==> src/rtl/plpbot_bridge_pkg.sv <==
// Shared constants and state encodings for the PLPbot serial-to-bus bridge.
package plpbot_bridge_pkg;

    localparam logic [7:0] CMD_WRITE = 8'h57;
    localparam logic [7:0] CMD_READ  = 8'h52;
    localparam logic [7:0] RSP_ACK   = 8'h06;
    localparam logic [7:0] RSP_NAK   = 8'h15;

    localparam logic [1:0] DRW_IDLE  = 2'b00;
    localparam logic [1:0] DRW_WRITE = 2'b01;
    localparam logic [1:0] DRW_READ  = 2'b10;

    typedef enum logic [2:0] {
        ST_IDLE,
        ST_CMD,
        ST_ADDR,
        ST_DATA,
        ST_BUS,
        ST_REPLY
    } bridge_state_t;

    typedef enum logic [1:0] {
        RX_IDLE,
        RX_START,
        RX_DATA,
        RX_STOP
    } rx_state_t;

endpackage

==> src/rtl/plpbot_bridge_serial.sv <==
// 8N1 serial front end: 16x oversampled receiver, back-to-back capable transmitter,
// and the shared oversample tick.
module plpbot_bridge_serial
    import plpbot_bridge_pkg::*;
#(
    parameter int OVS_DIV = 162
) (
    input  logic       clk,
    input  logic       rst,
    input  logic       rxd,
    output logic       tick,
    output logic [7:0] rx_data,
    output logic       rx_valid,
    output logic       rx_ferr,
    input  logic [7:0] tx_data,
    input  logic       tx_valid,
    output logic       tx_ready,
    output logic       tx_idle,
    output logic       txd
);

    localparam int DIV_W    = (OVS_DIV > 1) ? $clog2(OVS_DIV) : 1;
    localparam int BIT_CLKS = 16 * OVS_DIV;
    localparam int BIT_W    = $clog2(BIT_CLKS);

    logic [DIV_W-1:0] div_cnt;
    logic             rxd_meta;
    logic             rxd_sync;
    logic             rxd_prev;
    rx_state_t        rx_state;
    logic [3:0]       rx_tick;
    logic [2:0]       rx_bit;
    logic [7:0]       rx_shift;
    logic             tx_active;
    logic [9:0]       tx_shift;
    logic [3:0]       tx_bit;
    logic [BIT_W-1:0] tx_cnt;
    logic             tx_bit_end;
    logic             tx_last;

    assign tick = (div_cnt == DIV_W'(OVS_DIV - 1));

    always_ff @(posedge clk) begin
        if (rst || tick) begin
            div_cnt <= '0;
        end else begin
            div_cnt <= div_cnt + DIV_W'(1);
        end
    end

    always_ff @(posedge clk) begin
        if (rst) begin
            rxd_meta <= 1'b1;
            rxd_sync <= 1'b1;
            rxd_prev <= 1'b1;
        end else begin
            rxd_meta <= rxd;
            rxd_sync <= rxd_meta;
            rxd_prev <= rxd_sync;
        end
    end

    // Start edge is re-checked 8 ticks later; every later sample lands 16 ticks on, at mid-bit.
    always_ff @(posedge clk) begin
        if (rst) begin
            rx_state <= RX_IDLE;
            rx_tick  <= '0;
            rx_bit   <= '0;
            rx_shift <= '0;
            rx_data  <= '0;
            rx_valid <= 1'b0;
            rx_ferr  <= 1'b0;
        end else begin
            rx_valid <= 1'b0;
            rx_ferr  <= 1'b0;
            case (rx_state)
                RX_IDLE: begin
                    if (rxd_prev && !rxd_sync) begin
                        rx_state <= RX_START;
                        rx_tick  <= '0;
                    end
                end
                RX_START: begin
                    if (tick) begin
                        if (rx_tick == 4'd7) begin
                            rx_tick  <= '0;
                            rx_bit   <= '0;
                            rx_state <= rxd_sync ? RX_IDLE : RX_DATA;
                        end else begin
                            rx_tick <= rx_tick + 4'd1;
                        end
                    end
                end
                RX_DATA: begin
                    if (tick) begin
                        rx_tick <= rx_tick + 4'd1;
                        if (rx_tick == 4'd15) begin
                            rx_shift <= {rxd_sync, rx_shift[7:1]};
                            rx_bit   <= rx_bit + 3'd1;
                            if (rx_bit == 3'd7) begin
                                rx_state <= RX_STOP;
                            end
                        end
                    end
                end
                RX_STOP: begin
                    if (tick) begin
                        rx_tick <= rx_tick + 4'd1;
                        if (rx_tick == 4'd15) begin
                            rx_state <= RX_IDLE;
                            if (rxd_sync) begin
                                rx_valid <= 1'b1;
                                rx_data  <= rx_shift;
                            end else begin
                                rx_ferr <= 1'b1;
                            end
                        end
                    end
                end
                default: rx_state <= RX_IDLE;
            endcase
        end
    end

    assign tx_bit_end = (tx_cnt == BIT_W'(BIT_CLKS - 1));
    assign tx_last    = tx_active && tx_bit_end && (tx_bit == 4'd9);
    assign tx_ready   = !tx_active || tx_last;
    assign tx_idle    = !tx_active;
    assign txd        = tx_shift[0];

    // A byte offered while the stop bit finishes is loaded on that same edge: no idle gap.
    always_ff @(posedge clk) begin
        if (rst) begin
            tx_active <= 1'b0;
            tx_shift  <= '1;
            tx_bit    <= '0;
            tx_cnt    <= '0;
        end else if (tx_valid && tx_ready) begin
            tx_active <= 1'b1;
            tx_shift  <= {1'b1, tx_data, 1'b0};
            tx_bit    <= '0;
            tx_cnt    <= '0;
        end else if (tx_active) begin
            if (tx_bit_end) begin
                tx_cnt   <= '0;
                tx_shift <= {1'b1, tx_shift[9:1]};
                tx_bit   <= tx_bit + 4'd1;
                if (tx_bit == 4'd9) begin
                    tx_active <= 1'b0;
                end
            end else begin
                tx_cnt <= tx_cnt + BIT_W'(1);
            end
        end
    end

endmodule

==> src/rtl/plpbot_uart_bridge.sv <==
// Host-driven bus initiator: parses 'W'/'R' frames from rxd, runs one bus cycle, replies on txd.
// Optional inter-byte frame timeout is built when PLPBOT_BRIDGE_TIMEOUT_EN is defined.
module plpbot_uart_bridge
    import plpbot_bridge_pkg::*;
#(
    parameter int CLK_HZ       = 25000000,
    parameter int BAUD         = 9600,
    parameter int TIMEOUT_BITS = 40
) (
    input  logic        clk,
    input  logic        rst,
    input  logic        rxd,
    output logic        txd,
    output logic        m_de,
    output logic [1:0]  m_drw,
    output logic [31:0] m_daddr,
    output logic [31:0] m_dout,
    input  logic [31:0] m_din,
    output logic        busy,
    output logic        err_frame,
    output logic        err_overrun
);

    localparam int OVS_DIV = CLK_HZ / (16 * BAUD);

    bridge_state_t state;
    bridge_state_t state_next;
    logic          tick;
    logic [7:0]    rx_data;
    logic          rx_valid;
    logic          rx_ferr;
    logic [7:0]    tx_data;
    logic          tx_valid;
    logic          tx_ready;
    logic          tx_idle;
    logic [7:0]    cmd_byte;
    logic          is_write;
    logic          cmd_ok;
    logic [1:0]    field_cnt;
    logic [31:0]   addr_buf;
    logic [31:0]   data_buf;
    logic [31:0]   reply_sh;
    logic [2:0]    reply_left;
    logic          timeout_hit;

    plpbot_bridge_serial #(
        .OVS_DIV (OVS_DIV)
    ) u_serial (
        .clk      (clk),
        .rst      (rst),
        .rxd      (rxd),
        .tick     (tick),
        .rx_data  (rx_data),
        .rx_valid (rx_valid),
        .rx_ferr  (rx_ferr),
        .tx_data  (tx_data),
        .tx_valid (tx_valid),
        .tx_ready (tx_ready),
        .tx_idle  (tx_idle),
        .txd      (txd)
    );

    assign is_write = (cmd_byte == CMD_WRITE);
    assign cmd_ok   = is_write || (cmd_byte == CMD_READ);

`ifdef PLPBOT_BRIDGE_TIMEOUT_EN
    localparam logic [15:0] TO_TICKS = 16'(TIMEOUT_BITS * 16);
    logic [15:0] to_cnt;
    logic        parsing;

    assign parsing     = (state == ST_CMD) || (state == ST_ADDR) || (state == ST_DATA);
    assign timeout_hit = parsing && tick && (to_cnt == TO_TICKS - 16'd1);

    always_ff @(posedge clk) begin
        if (rst || !parsing || rx_valid) begin
            to_cnt <= '0;
        end else if (tick) begin
            to_cnt <= to_cnt + 16'd1;
        end
    end
`else
    logic unused_cfg;
    assign timeout_hit = 1'b0;
    assign unused_cfg  = &{1'b0, tick, TIMEOUT_BITS[0]};
`endif

    always_ff @(posedge clk) begin
        if (rst) begin
            state <= ST_IDLE;
        end else begin
            state <= state_next;
        end
    end

    // Any abort inside a partial frame (bad stop bit or timeout) falls straight to a NAK reply.
    always_comb begin
        state_next = state;
        case (state)
            ST_IDLE:  if (rx_valid) state_next = ST_CMD;
            ST_CMD:   state_next = cmd_ok ? ST_ADDR : ST_REPLY;
            ST_ADDR: begin
                if (rx_ferr || timeout_hit) begin
                    state_next = ST_REPLY;
                end else if (rx_valid && field_cnt == 2'd3) begin
                    state_next = is_write ? ST_DATA : ST_BUS;
                end
            end
            ST_DATA: begin
                if (rx_ferr || timeout_hit) begin
                    state_next = ST_REPLY;
                end else if (rx_valid && field_cnt == 2'd3) begin
                    state_next = ST_BUS;
                end
            end
            ST_BUS:   state_next = ST_REPLY;
            ST_REPLY: if (reply_left == 3'd0 && tx_idle) state_next = ST_IDLE;
            default:  state_next = ST_IDLE;
        endcase
    end

    always_comb begin
        m_de     = 1'b0;
        m_drw    = DRW_IDLE;
        busy     = (state != ST_IDLE);
        tx_valid = (state == ST_REPLY) && (reply_left != 3'd0);
        tx_data  = reply_sh[31:24];
        if (state == ST_BUS) begin
            m_de  = 1'b1;
            m_drw = is_write ? DRW_WRITE : DRW_READ;
        end
    end

    // Bus address/data only change on the edge into the bus cycle, so they hold otherwise.
    always_ff @(posedge clk) begin
        if (rst) begin
            cmd_byte   <= '0;
            field_cnt  <= '0;
            addr_buf   <= '0;
            data_buf   <= '0;
            reply_sh   <= '0;
            reply_left <= '0;
            m_daddr    <= '0;
            m_dout     <= '0;
        end else begin
            case (state)
                ST_IDLE: begin
                    if (rx_valid) cmd_byte <= rx_data;
                end
                ST_CMD: begin
                    field_cnt <= '0;
                    if (!cmd_ok) begin
                        reply_sh   <= {RSP_NAK, 24'h0};
                        reply_left <= 3'd1;
                    end
                end
                ST_ADDR: begin
                    if (rx_ferr || timeout_hit) begin
                        reply_sh   <= {RSP_NAK, 24'h0};
                        reply_left <= 3'd1;
                    end else if (rx_valid) begin
                        addr_buf  <= {addr_buf[23:0], rx_data};
                        field_cnt <= field_cnt + 2'd1;
                        if (field_cnt == 2'd3 && !is_write) begin
                            m_daddr <= {addr_buf[23:0], rx_data};
                        end
                    end
                end
                ST_DATA: begin
                    if (rx_ferr || timeout_hit) begin
                        reply_sh   <= {RSP_NAK, 24'h0};
                        reply_left <= 3'd1;
                    end else if (rx_valid) begin
                        data_buf  <= {data_buf[23:0], rx_data};
                        field_cnt <= field_cnt + 2'd1;
                        if (field_cnt == 2'd3) begin
                            m_daddr <= addr_buf;
                            m_dout  <= {data_buf[23:0], rx_data};
                        end
                    end
                end
                ST_BUS: begin
                    if (is_write) begin
                        reply_sh   <= {RSP_ACK, 24'h0};
                        reply_left <= 3'd1;
                    end else begin
                        reply_sh   <= m_din;
                        reply_left <= 3'd4;
                    end
                end
                ST_REPLY: begin
                    if (tx_valid && tx_ready) begin
                        reply_sh   <= {reply_sh[23:0], 8'h00};
                        reply_left <= reply_left - 3'd1;
                    end
                end
                default: ;
            endcase
        end
    end

    always_ff @(posedge clk) begin
        if (rst) begin
            err_frame   <= 1'b0;
            err_overrun <= 1'b0;
        end else begin
            if (rx_ferr) err_frame <= 1'b1;
            if (rx_valid && (state == ST_BUS || state == ST_REPLY)) err_overrun <= 1'b1;
        end
    end

endmodule
==> config.mk <==
export PLATFORM = sky130hd
export DESIGN_NAME = plpbot_uart_bridge
export DESIGN_NICKNAME = d
export VERILOG_FILES = /design/src/rtl/plpbot_bridge_pkg.sv /design/src/rtl/plpbot_bridge_serial.sv /design/src/rtl/plpbot_uart_bridge.sv
export SDC_FILE = /design/constraint.sdc
export NUM_CORES = 1
export LEC_CHECK = 0
export BUFFER_PORTS_ARGS = -buffer_cell sky130_fd_sc_hd__buf_2
export CAP_MARGIN = 20
export CORE_MARGIN = 8
export CORE_UTILIZATION = 30
export CTS_CLUSTER_DIAMETER = 150
export DETAILED_ROUTE_END_ITERATION = 10
export PLACE_DENSITY = 0.56
export SYNTH_ARGS = -nofsm -noshare
export SYNTH_HDL_FRONTEND = slang
export SYNTH_SLANG_ARGS = --single-unit
export TNS_END_PERCENT = 5
==> constraint.sdc <==
create_clock -name clk -period 2.67 [get_ports clk]
set_clock_uncertainty 0.15 [all_clocks]
set_input_delay 0.1335 -clock clk [delete_from_list [all_inputs] [get_ports clk]]
set_output_delay 0.1335 -clock clk [all_outputs]
set_load 0.01 [all_outputs]
Yosys cells after proc, flatten, opt, wreduce, memory -nomap -nowiden. Index checks and enable logic that the tools add are counted.

Add/sub/neg operators: 7. Multiply operators: 0. Div/mod/pow operators: 0. Magnitude comparators: 0. Eq/ne operators: 41. Shift-type cells: 0. Multiplexer cells: 62. Bitwise operators: 4. Reductions and logical operators: 46.

Operators with widths (count): 32-bit two-way mux (10); 32-bit case mux with 4 select lines (1); 32-bit case mux with 2 select lines (1); 3-bit two-way mux (16); 2-bit by 1-bit != test with 1-bit output (second input constant) (15); 9-bit two-way mux (3); 2-bit two-way mux (13); 3-bit case mux with 6 select lines (1); 8-bit by 7-bit equality test with 1-bit output (second input constant) (2); 4-bit two-way mux (4); 4-bit AND reduction (4); 3-bit AND reduction (5); 2-bit != test (second input constant) (7); 12-bit by 1-bit adder with 12-bit output (second input constant) (1); 12-bit equality test (second input constant) (1); 12-bit two-way mux (1); 3-bit case mux with 4 select lines (1); 4-bit case mux with 3 select lines (1); 2-bit nonzero test (5); 3-bit equality test (second input constant) (3); 1-bit logical AND (9); 4-bit by 1-bit adder with 4-bit output (second input constant) (2); 8-bit by 1-bit adder with 8-bit output (second input constant) (1); 4-bit equality test (second input constant) (2); other kinds (27) (51).

Register bits: 234. Latch bits: 0. Bits in writable memories: 0. ROM bits: 0. Input bits: 35. Output and inout bits: 71. Logic and storage cells: 186. Memories kept: 0.

Longest topological paths before layout. Gate-level depths: netlist (run 1).

Depth in word-level cells: 7. Depth in mapped cells: 10. Depth with buffers taken out: 7.

Cells and area by module. From an unflattened synthesis (run 1), not the netlist that was laid out.

Cell total of the unflattened synthesis: 1158. Area, all modules: 9997.1 um^2.

Modules (own cells, without submodules): plpbot_uart_bridge (times used 1, cells an instance 848, area an instance 7135.6 um^2, seq. area each 3403.3 um^2); plpbot_bridge_serial (times used 1, cells an instance 310, area an instance 2861.5 um^2, seq. area each 1281.2 um^2).

Worst setup path before layout (run 1). No wires, ideal clock.

Path kind: register to register. Start: register u_serial.tx_cnt[0]. End: register reply_sh[12]. Library setup time: 0.134 ns. Data arrival time: 2.064 ns. Required time: 2.386 ns. Setup slack: 0.322 ns. Cell stages (with the launch flop): 10. Path buffers: 3. Period minus slack after synthesis: 2.348 ns. Cell sequence: dfxtp_1 > ha_1 > nand4b_1 > or4_1 > buf_2 > a21bo_2 > buf_2 > nand2_1 > buf_4 > a211oi_1.

Cells in the longest elaborated chain, start to end: 7.

Ends and longest elaborated chain: start, declared (RTL line plpbot_bridge_serial.sv:37) `logic [BIT_W-1:0] tx_cnt;`; start signal, assigned (RTL line plpbot_bridge_serial.sv:152) `tx_cnt <= tx_cnt + BIT_W'(1);`; 12-bit equality test (RTL line plpbot_bridge_serial.sv:125) `assign tx_bit_end = (tx_cnt == BIT_W'(BIT_CLKS - 1));`; 1-bit logical AND (2 in series) (RTL line plpbot_bridge_serial.sv:126) `assign tx_last = tx_active && tx_bit_end && (tx_bit == 4'd9);`; 1-bit logical OR (RTL line plpbot_bridge_serial.sv:127) `assign tx_ready = !tx_active || tx_last;`; 1-bit logical AND (RTL line plpbot_uart_bridge.sv:191) `if (tx_valid && tx_ready) begin`; 2-bit by 1-bit != test with 1-bit output (no line); 4-bit AND reduction (no line); end signal, assigned (RTL line plpbot_uart_bridge.sv:183) `reply_sh <= {RSP_ACK, 24'h0};`; end signal, assigned (RTL line plpbot_uart_bridge.sv:186) `reply_sh <= m_din;`; end signal, assigned (RTL line plpbot_uart_bridge.sv:192) `reply_sh <= {reply_sh[23:0], 8'h00};`; end, declared (RTL line plpbot_uart_bridge.sv:42) `logic [31:0] reply_sh;`.

Every way passes these cells. A chain may end at the register's enable or synchronous reset.

Worst setup path in the final report (run 1).
Start: register u_serial.tx_cnt[0]. End: register reply_sh[25].

Same word-level chain as after synthesis.

==> results of run 1 <==
## cells in the final DEF, fill, tap and decap left out, types with 8 or more instances in the layout
cell           instances
a211oi_1              24
a21oi_1              112
a22oi_1               22
a311oi_1              33
a32oi_1                8
and3_1                 8
buf_2                104
buf_4                 24
clkbuf_1               8
clkbuf_16             26
dfxtp_1              233
dlygate4sd3_1         34
ha_1                  15
inv_1                 17
mux2i_1               18
nand2_1              259
nand3_1               42
nand4_1                8
nor2_1               104
nor3_1                45
nor4_1                16
o21ai_0               13
xor2_1                15
## worst max-delay path: cells and delay by family, from the launching register on
family	cells	cell delay [ns]
simple gates	3	0.99
compound gates	2	0.45
flops	1	0.36
fa+ha+maj	1	0.18
buf+inv	1	0.17
## report_power, final
part	total, mW	internal (mW)	switching, mW
combinational	0.222	0.0915	0.131
clock	3.48	2.06	1.42
sequential	3.51	3.50	0.0100
total	7.21	5.65	1.56
## worst paths after layout
kind,to,cells after the start
worst max-delay path,reply_sh[25]$_SDFFE_PP0P_,7
worst min-delay path,u_serial.rxd_meta$_SDFF_PP1_,3
worst max register to register,reply_sh[25]$_SDFFE_PP0P_,7
worst min register to register,u_serial.rxd_sync$_SDFF_PP1_,1
## cell families (layout without fill, tap and decap cells)
group                      after synthesis  in the layout
AOI/OAI and AO/OA                      248            248
xor gates and xnor gates                22             22
adders and majority gates               15             15
buffers and inverters                  106            230
DFF                                    234            234
muxes                                   18             18
and+or+nand+nor                        520            520
## synth_stat cells, types with 4 or more instances
cell type | instances | area [sq um]
nand2_1 | 259 | 972.2
dfxtp_1 | 234 | 4684
a21oi_1 | 112 | 560.5
nor2_1 | 105 | 394.1
clkbuf_1 | 72 | 270.3
nor3_1 | 45 | 225.2
nand3_1 | 42 | 210.2
a311oi_1 | 33 | 289.0
a211oi_1 | 24 | 180.2
a22oi_1 | 22 | 165.2
mux2i_1 | 18 | 180.2
inv_1 | 17 | 63.81
nor4_1 | 16 | 100.1
ha_1 | 15 | 187.7
xor2_1 | 15 | 131.4
o21ai_0 | 13 | 65.06
a32oi_1 | 8 | 70.07
and3_1 | 8 | 50.05
buf_2 | 8 | 40.04
nand4_1 | 8 | 50.05
xnor2_1 | 7 | 61.31
and2_1 | 6 | 37.54
a31oi_1 | 4 | 25.02
buf_4 | 4 | 30.03
nand2b_1 | 4 | 25.02
nor2b_1 | 4 | 25.02
o31ai_1 | 4 | 30.03
## routing by layer
layer	share of wire, %	vias to the layer above	global-route usage, %
li1	-	4276	-
met5	0	-	0
met4	3.0	0	4.941
met3	3.7	58	2.228
met2	47	144	21.56
met1	47	3936	16.41
## stage by stage
step	hold WS, ns	utilization [%]	cell area, sq um	power, mW
3_5_place_dp	0.1724	33.37	10530	3.771
3_3_place_gp	0.1722	33.37	10530	3.770
5_1_grt	0.2171	37.10	11710	7.486
6_report	0.1920	37.10	11710	7.210
2_1_floorplan	0.08731	-	9597	3.702
4_1_cts	0.1827	37.10	11710	7.342
## area by class of cell
cell class | instances | area (sq um)
clock inverters | 6 | 72.57
fillers | 3276 | 19850
clock buffers | 40 | 763.2
flip-flops and latches | 234 | 4686
repair buffers | 167 | 1132
well taps | 402 | 503.0
multi-input cells | 823 | 4487
inverters | 17 | 63.81
## timing repair
item / CTS / global route
buffers inserted: 0 / 0
hold endpoints to repair: 77 / 0
hold buffers: 34 / 0
## flip-flops by register name (all words and copies together), names as in the netlist, 8 cells and up, named ones only
name	flops
u_serial.rx_shift	8
m_daddr	32
reply_sh	32
data_buf	24
addr_buf	32
m_dout	32
u_serial.rx_data	8
cmd_byte	8
u_serial.div_cnt	8
u_serial.tx_shift	9
u_serial.tx_cnt	12
==> run_results.csv, run 1 <==
group,metric,value,unit
clocking,cts_max_path_buffers,3,
setup_path,startpoint_type,"flop",
synth,synthAdderAreaFrac,1.956,%
setup_path,cp-end-kind,"flop",
floorplan,initial_core_util,30.41,%
clocking,clk_pin_slew,0.06,ns
min_path,hold_start,"rxd",
sta,setup_ws,0.2245,ns
drt,wire_per_inst,14.99,um
global_route,antenna_found_initial,0,
clocking,cts_sinks,234,
floorplan,rows,65,
sta,period_share,91.59,%
setup_path,reg2reg_slack,0.22,ns
drt,ant_nets,0,
synth,ys_seq_area_share,48.81,%
run,maxCapViolations,0,
synth,synth_top_family_by_area,"simple AND/OR/NAND/NOR gates",
floorplan,fp.dieH,194.9,um
place,io_buffers,105,
power_and_ir_drop,power_density,615.9,nW/um^2
final_layout,fin_nets,1319,
drt,drtPass1Iterations,5,
setup_path,path_cells,"ha_1 -> nand4b_1 -> or4_1 -> a21bo_2 -> nand2_1 -> buf_12 -> a311oi_1",
final_layout,syn_to_final_growth,22.00,%
setup_path,crit_start,"u_serial.tx_cnt[0]$_SDFFE_PP0P_",
synth,dominantRegCellSynth,"dfxtp_1",
synth,synth-compound-area-share,17.08,%
clocking,cts_buffers,26,
final_layout,instances_no_fill,1689,
sta,slew_headroom,53.34,%
floorplan,io_pins,106,
min_path,holdCritPathClass,"input pin to flop",
sta,grt_setup_unrepaired,"false",
run_status,status,"finished clean",
synth,synth_area,9597,sq um
sta,finalMaxSlewViolations,0,
synth,synth-edff-count,0,
power_and_ir_drop,leakagePower,4.150,nW
clocking,worstSkewPairLatency,0.54,ns
place,dp_slack,0.2442,ns
power_and_ir_drop,max-vdd-ir-drop,396.5,uV
place,dp.cells,1609,
sta,final-setup-viol-count,0,
synth,syn_inst,1163,
drt,routed_via_density,4.982,
final_layout,antenna_cells,0,
sta,hold_viol_final,0,
setup_path,critPathKind,"flop to flop",
sta,post-route-min-period,2.445,ns
synth,synth.distinct_cells,60,
setup_path,reg2reg_from,"u_serial.tx_cnt[0]$_SDFFE_PP0P_",
floorplan,die_area,37970,sq um
clocking,cts_max_level,1,
synth,yosys.area_share.simple,23.70,%
synth,async_flop_share,0,%
sta,finalSetupTns,0,ns
global_route,grt_max_degree,134,
place,place_hpwl,16000,um
global_route,first_global_vias,8188,
synth,yosysWarnings,0,
drt,dr_total_vias,8414,
clocking,cts_resized,0,
setup_path,cp.arrival,2.67,ns
synth,muxShareOfSynthArea,1.877,%
sta,worstMarginPinSlew,0.6999,ns
global_route,track_usage,12.90,%
synth,synth-xor-area-share,2.008,%
setup_path,cp_max_fo,22,
synth,synth_nets,1213,
drt,drtIter0Drc,516,
synth,ys_ff_latch,234,
clocking,tritoncts,"yes",
setup_path,cpMaxStageDelayCell,"or4_1",
clocking,cts-root-buf,"clkbuf_16",
floorplan,core_area,31560,sq um
floorplan,die_width,194.9,um
final_layout,drive_gt1_share,14.22,%
place,gp_congestion,0.7632,
drt,routed_wl,25320,um
setup_path,cp.required,2.90,ns
global_route,grt_pass1_wl,41920,um
sta,fmax,0.4089,GHz
setup_path,cpPeakStageDelay,0.72,ns
drt,drc_errors,0,
global_route,gr-total-overflow,0,
synth,avgSynthCellArea,8.252,sq um
(Power assumes the default switching activity.)
==> run 2: changes to the inputs <==
Settings changed: CORE_UTILIZATION 30 to 50, CTS_CLUSTER_SIZE set to 20, PLACE_DENSITY 0.56 to 0.8, REMOVE_ABC_BUFFERS set to 1.
==> run_results.csv, run 2 (same netlist as run 1, synthesis figures left out) <==
group,metric,value,unit
sta,finalSetupTns,0,ns
setup_path,cp_top_family,"simple AND/OR/NAND/NOR gates",
sta,hold_viol_final,4,
setup_path,crit_end,"reply_sh[25]$_SDFFE_PP0P_",
setup_path,cp.arrival,2.74,ns
sta,setup_ws,0.1725,ns
final_layout,mostFrequentLayoutCells,"259 x nand2_1, 234 x dfxtp_1, 112 x a21oi_1, 104 x nor2_1, 104 x buf_2",
floorplan,io_pins,106,
place,dp_slack,0.1561,ns
clocking,postCtsSetupBuffers,0,
clocking,cts_sinks,234,
place,io_buffers,105,
global_route,grt_pass1_wl,37960,um
sta,post-route-min-period,2.498,ns
setup_path,path_cells,"ha_1 -> nand4b_1 -> or4_1 -> a21boi_4 -> buf_12 -> nor3_1 -> a311oi_1",
final_layout,multi_input_area,4492,sq um
sta,holdWs,-0.01348,ns
place,gp_congestion,0.8540,
setup_path,reg2reg_from,"u_serial.tx_cnt[0]$_SDFFE_PP0P_",
min_path,hold_start,"rst",
final_layout,regArea,4684,sq um
sta,finalMaxSlewViolations,0,
clocking,cts_buffers,15,
setup_path,crit_start,"u_serial.tx_cnt[0]$_SDFFE_PP0P_",
global_route,track_usage,18.45,%
drt,drtIter0Drc,818,
floorplan,rows,50,
sta,worstMarginPinSlew,0.7697,ns
clocking,cts-root-buf,"clkbuf_16",
floorplan,core_area,18770,sq um
sta,period_share,93.54,%
drt,wire_per_inst,15.43,um
final_layout,final_common_cell,"nand2_1",
run_status,violations,"hold timing",
drt,drc_errors,0,
drt,ant_nets,0,
place,place_area,10330,sq um
final_layout,final_area,11060,sq um
setup_path,cp_max_fo,17,
floorplan,die_area,23880,sq um
min_path,holdCritPathClass,"input pin to flop",
sta,final-setup-viol-count,0,
setup_path,cp.required,2.91,ns
drt,routed_via_density,5.729,
sta,fmax,0.4004,GHz
floorplan,die_width,154.5,um
setup_path,startpoint_type,"flop",
setup_path,cp-end-kind,"flop",
clocking,worstSkewPairLatency,0.47,ns
global_route,gr-total-overflow,0,
clocking,cts_max_path_buffers,3,
setup_path,reg2reg_slack,0.17,ns
final_layout,drive_gt1_share,12.89,%
power_and_ir_drop,power.total,5.866,mW
power_and_ir_drop,max-vdd-ir-drop,494.1,uV
drt,drtPass1Iterations,7,
sta,slew_headroom,48.69,%
final_layout,fillCellCount,1601,
setup_path,critPathBufInv,1,
run,maxCapViolations,0,
global_route,antenna_found_initial,0,
power_and_ir_drop,power_density,530.3,nW/um^2
floorplan,fp.dieH,154.5,um
run_status,status,"complete, but fails checks",
setup_path,rr_worst_depth,7,
clocking,clk_pin_slew,0.08,ns
place,place_hpwl,14310,um
setup_path,cpPeakStageDelay,0.71,ns
sta,grt_setup_unrepaired,"false",
drt,routed_wl,23000,um
setup_path,cp.depth,7,
final_layout,syn_to_final_growth,15.25,%
clocking,tritoncts,"yes",
drt,dr_total_vias,8542,
global_route,grt_max_degree,104,
global_route,first_global_vias,7916,
floorplan,initial_core_util,51.13,%
clocking,cts_max_level,1,
setup_path,rr_endpoint,"reply_sh[25]$_SDFFE_PP0P_",
power_and_ir_drop,leakagePower,3.936,nW
setup_path,cpMaxStageDelayCell,"or4_1",
final_layout,antenna_cells,0,
final_layout,fin_nets,1307,
setup_path,critPathKind,"flop to flop",
[run 2: changes by cell type in the layout (fill, tap and decap cells not counted), sizes merged]
cell and delta:
bufinv -1, clkbuf -25, clkinvlp -1, dlygate4sd3 -1, clkinv -2
[run 2: timing repair]
action / CTS / global route
hold buffers: 33 / 0
endpoints found under the setup margin: 0 / 10
endpoints found under the hold margin: 33 / 0
resized for setup: 0 / 1
[run 2: worst register-to-register path, delay by kind of cell, from the launching register on]
| kind | cells | cell delay, ns |
|---|---|---|
| AO/OA/AOI/OAI | 2 | 0.62 |
| adder cells (fa/ha/maj) | 1 | 0.19 |
| AND/OR/NAND/NOR | 3 | 0.90 |
| flip-flops | 1 | 0.37 |
| buffers and inverters | 1 | 0.20 |
[run 2: cell type report]
type / instances / area share (%)
Multi-Input combinational cell: 823 / 40.61
Clock inverter: 2 / 0.1584
Clock buffer: 15 / 3.394
Sequential cell: 234 / 42.35
Inverter: 17 / 0.5769
Timing Repair Buffer: 166 / 10.26
Tap cell: 234 / 2.647
[run 2: where the power goes]
part	internal, mW	switching, mW
registers	3.50	0.0100
logic	0.0859	0.128
clock network	1.02	1.13
[run 2: worst min path at each step]
| stage | depth (start not counted) | to |
|---|---|---|
| CTS | 2 | reply_sh[7]$_SDFFE_PP0P_ |
| global placement | 2 | u_serial.rxd_meta$_SDFF_PP1_ |
| detailed placement | 2 | u_serial.rxd_meta$_SDFF_PP1_ |
| global route | 2 | reply_sh[3]$_SDFFE_PP0P_ |
| floorplan | 1 | addr_buf[0]$_SDFFE_PP0P_ |
| finish | 2 | reply_sh[0]$_SDFFE_PP0P_ |
[run 2: through the flow]
step	util [%]	instances
after global routing	58.93	1491
final	58.93	1491
after CTS	58.91	1491
after floorplan	-	1074
after detailed placement	55.05	1441
after global placement	55.05	1441
[run 2: per-layer routing]
layer  wire (um)  share of wire, %  track usage, %
met1       10030                44           23.25
met4         789               3.4           7.746
met3        1230               5.3           2.703
met2       10950                48           31.07
met5           0                 0               0
==> run 3: changes to the inputs <==
Settings changed: SYNTH_HIERARCHICAL set to 1.
==> run_results.csv, run 3 <==
group,metric,value,unit
synth,yosysWarnings,6,
synth,syn_inst,1158,
drt,drtIter0Drc,593,
setup_path,cp.arrival,2.28,ns
synth,dominantRegCellSynth,"dfxtp_1",
sta,slew_headroom,48.00,%
power_and_ir_drop,power_density,507.1,nW/um^2
drt,ant_nets,0,
global_route,first_global_vias,7923,
sta,post-route-min-period,2.564,ns
place,place_hpwl,14440,um
final_layout,regArea,4686,sq um
setup_path,crit_path_frequent_cell,"buf_4",
setup_path,cp.required,2.39,ns
clocking,cts_sinks,234,
final_layout,fillCellCount,1700,
drt,routed_via_density,5.591,
setup_path,reg2reg_slack,0.13,ns
global_route,antenna_found_initial,1,
sta,finalMaxSlewViolations,0,
clocking,cts-root-buf,"clkbuf_16",
power_and_ir_drop,leakagePower,4.155,nW
sta,worstMarginPinSlew,0.7800,ns
final_layout,instances_no_fill,1524,
drt,wire_per_inst,15.56,um
drt,drtPass1Iterations,5,
global_route,grt_max_degree,161,
synth,yosysMostFrequentCell,"nand2_1",
synth,ys_ff_latch,234,
final_layout,final_common_cell,"nand2_1",
sta,hold_viol_final,0,
floorplan,fp.dieH,157.4,um
power_and_ir_drop,power.total,5.812,mW
global_route,track_usage,18.39,%
setup_path,cpMaxStageDelayCell,"buf_4",
drt,drc_errors,0,
setup_path,cp-end-kind,"primary output",
clocking,cts_max_path_buffers,3,
run_status,status,"finished clean",
clocking,worstSkewPairLatency,0.49,ns
min_path,holdCritPathClass,"input pin to flop",
final_layout,syn_to_final_growth,14.64,%
drt,dr_total_vias,8520,
setup_path,cp_max_fo,31,
clocking,clk_pin_slew,0.08,ns
final_layout,mostFrequentLayoutCells,"252 x nand2_1, 233 x dfxtp_1, 128 x a21oi_1, 110 x nor2_1, 104 x buf_2",
power_and_ir_drop,max-vdd-ir-drop,334.0,uV
clocking,cts_buffers,15,
floorplan,die_area,24770,sq um
synth,synth.distinct_cells,73,
floorplan,core_area,19530,sq um
place,io_buffers,105,
floorplan,initial_core_util,51.20,%
floorplan,die_width,157.4,um
synth,async_flop_share,0,%
final_layout,multi_input_area,4861,sq um
clocking,tritoncts,"yes",
place,gp_congestion,0.8304,
sta,final-setup-viol-count,0,
synth,ys_seq_area_share,46.86,%
synth,synth_top_cell_area_share,46.86,%
synth,synth_top_cell_by_area,"dfxtp_1",
global_route,grt_pass1_wl,38520,um
setup_path,path_cells,"buf_4 -> nand2b_1 -> nor2_1 -> and2_1 -> buf_4 -> buf_2",
setup_path,startpoint_type,"flop",
sta,fmax,0.3899,GHz
place,dp.cells,1465,
setup_path,cpPeakStageDelay,0.40,ns
synth,synth-edff-count,0,
setup_path,critPathKind,"flop to primary output",
synth,synth.top_cells.by_area,"dfxtp_1 47%, nand2_1 9.5%, a21oi_1 6.4%, a311oi_2 4.8%, nor2_1 4.1%",
final_layout,drive_gt1_share,19.55,%
run,maxCapViolations,0,
drt,routed_wl,23710,um
synth,synth_area,9997,sq um
global_route,gr-total-overflow,0,
synth,ys_top_cells_by_count,"252 x nand2_1, 234 x dfxtp_1, 128 x a21oi_1",
final_layout,fin_nets,1304,
clocking,cts_max_level,1,
floorplan,io_pins,106,
synth,avgSynthCellArea,8.633,sq um
floorplan,rows,51,
sta,period_share,96.05,%
## run 3: worst paths after layout
check                                                     start                      endpoint  cells after the start
worst max register to register  u_serial/tx_cnt[0]$_SDFFE_PP0P_    reply_left[1]$_SDFFE_PP0P_                     10
worst min-delay path                                        rxd  u_serial/rxd_meta$_SDFF_PP1_                      3
worst max-delay path                      state[1]$_SDFFE_PP0P_                      m_drw[1]                      6
worst min register to register     u_serial/rxd_meta$_SDFF_PP1_  u_serial/rxd_sync$_SDFF_PP1_                      1
## run 3: critical path: cells and delay by family, from the launching register on
family | cells | cell delay (ns)
buf+inv | 3 | 0.83
simple gates | 3 | 0.64
flops | 1 | 0.32
## run 3: per-stage QoR
stage / instance area, sq um / utilization, % / hold slack (ns) / setup WS [ns] / TNS, ns
3_5_place_dp: 10630 / 54.43 / 0.1727 / -0.07596 / -0.6618
4_1_cts: 11380 / 58.26 / 0.1972 / 0.007783 / 0
6_report: 11460 / 58.70 / 0.2075 / 0.1056 / 0
5_1_grt: 11460 / 58.70 / 0.2043 / -0.01287 / -0.01287
2_1_floorplan: 9545 / - / 0.04594 / -1.207 / -95.86
3_3_place_gp: 10630 / 54.43 / 0.1698 / 0.07237 / 0
## run 3: metal layers
layer	global-route usage, %	routed length [um]	vias to the layer above
met3	2.879	1171	67
met5	0	0	-
met4	7.842	828	0
met2	31.47	11790	225
li1	-	-	4218
met1	22.55	9920	4010
## run 3: timing repair
action / CTS / global route
resized for setup: 2 / 4
hold buffers: 34 / 0
endpoints found under the hold margin: 46 / 0
setup endpoints to repair: 22 / 30
pin swaps: 0 / 3
gates cloned: 0 / 1
setup buffers: 0 / 6
## run 3: logic make-up after synthesis
| family | after synthesis | share of synthesized area (%) |
|---|---|---|
| XOR/XNOR | 19 | 1.665 |
| AND/OR/NAND/NOR | 529 | 24.26 |
| buffers and inverters | 101 | 5.044 |
| adder cells (fa/ha/maj) | 11 | 1.377 |
| flip-flops | 234 | 46.86 |
| AO/OA/AOI/OAI | 254 | 19.79 |
| multiplexers | 10 | 1.014 |
## run 3: area by class of cell
| class | instances | area share [%] |
|---|---|---|
| Timing Repair Buffer | 169 | 9.902 |
| Tap cell | 265 | 2.893 |
| Inverter | 14 | 0.4585 |
| Antenna cell | 1 | 0.02183 |
| Clock buffer | 15 | 3.275 |
| Sequential cell | 234 | 40.88 |
| Multi-Input combinational cell | 824 | 42.41 |
| Clock inverter | 2 | 0.1528 |
## run 3: report_power, final
group,internal [mW],switching [mW],leakage [nW]
combinational,0.0706,0.0987,2.08
sequential,3.49,0.00843,1.89
clock,1.02,1.12,0.194
total,4.58,1.23,4.15
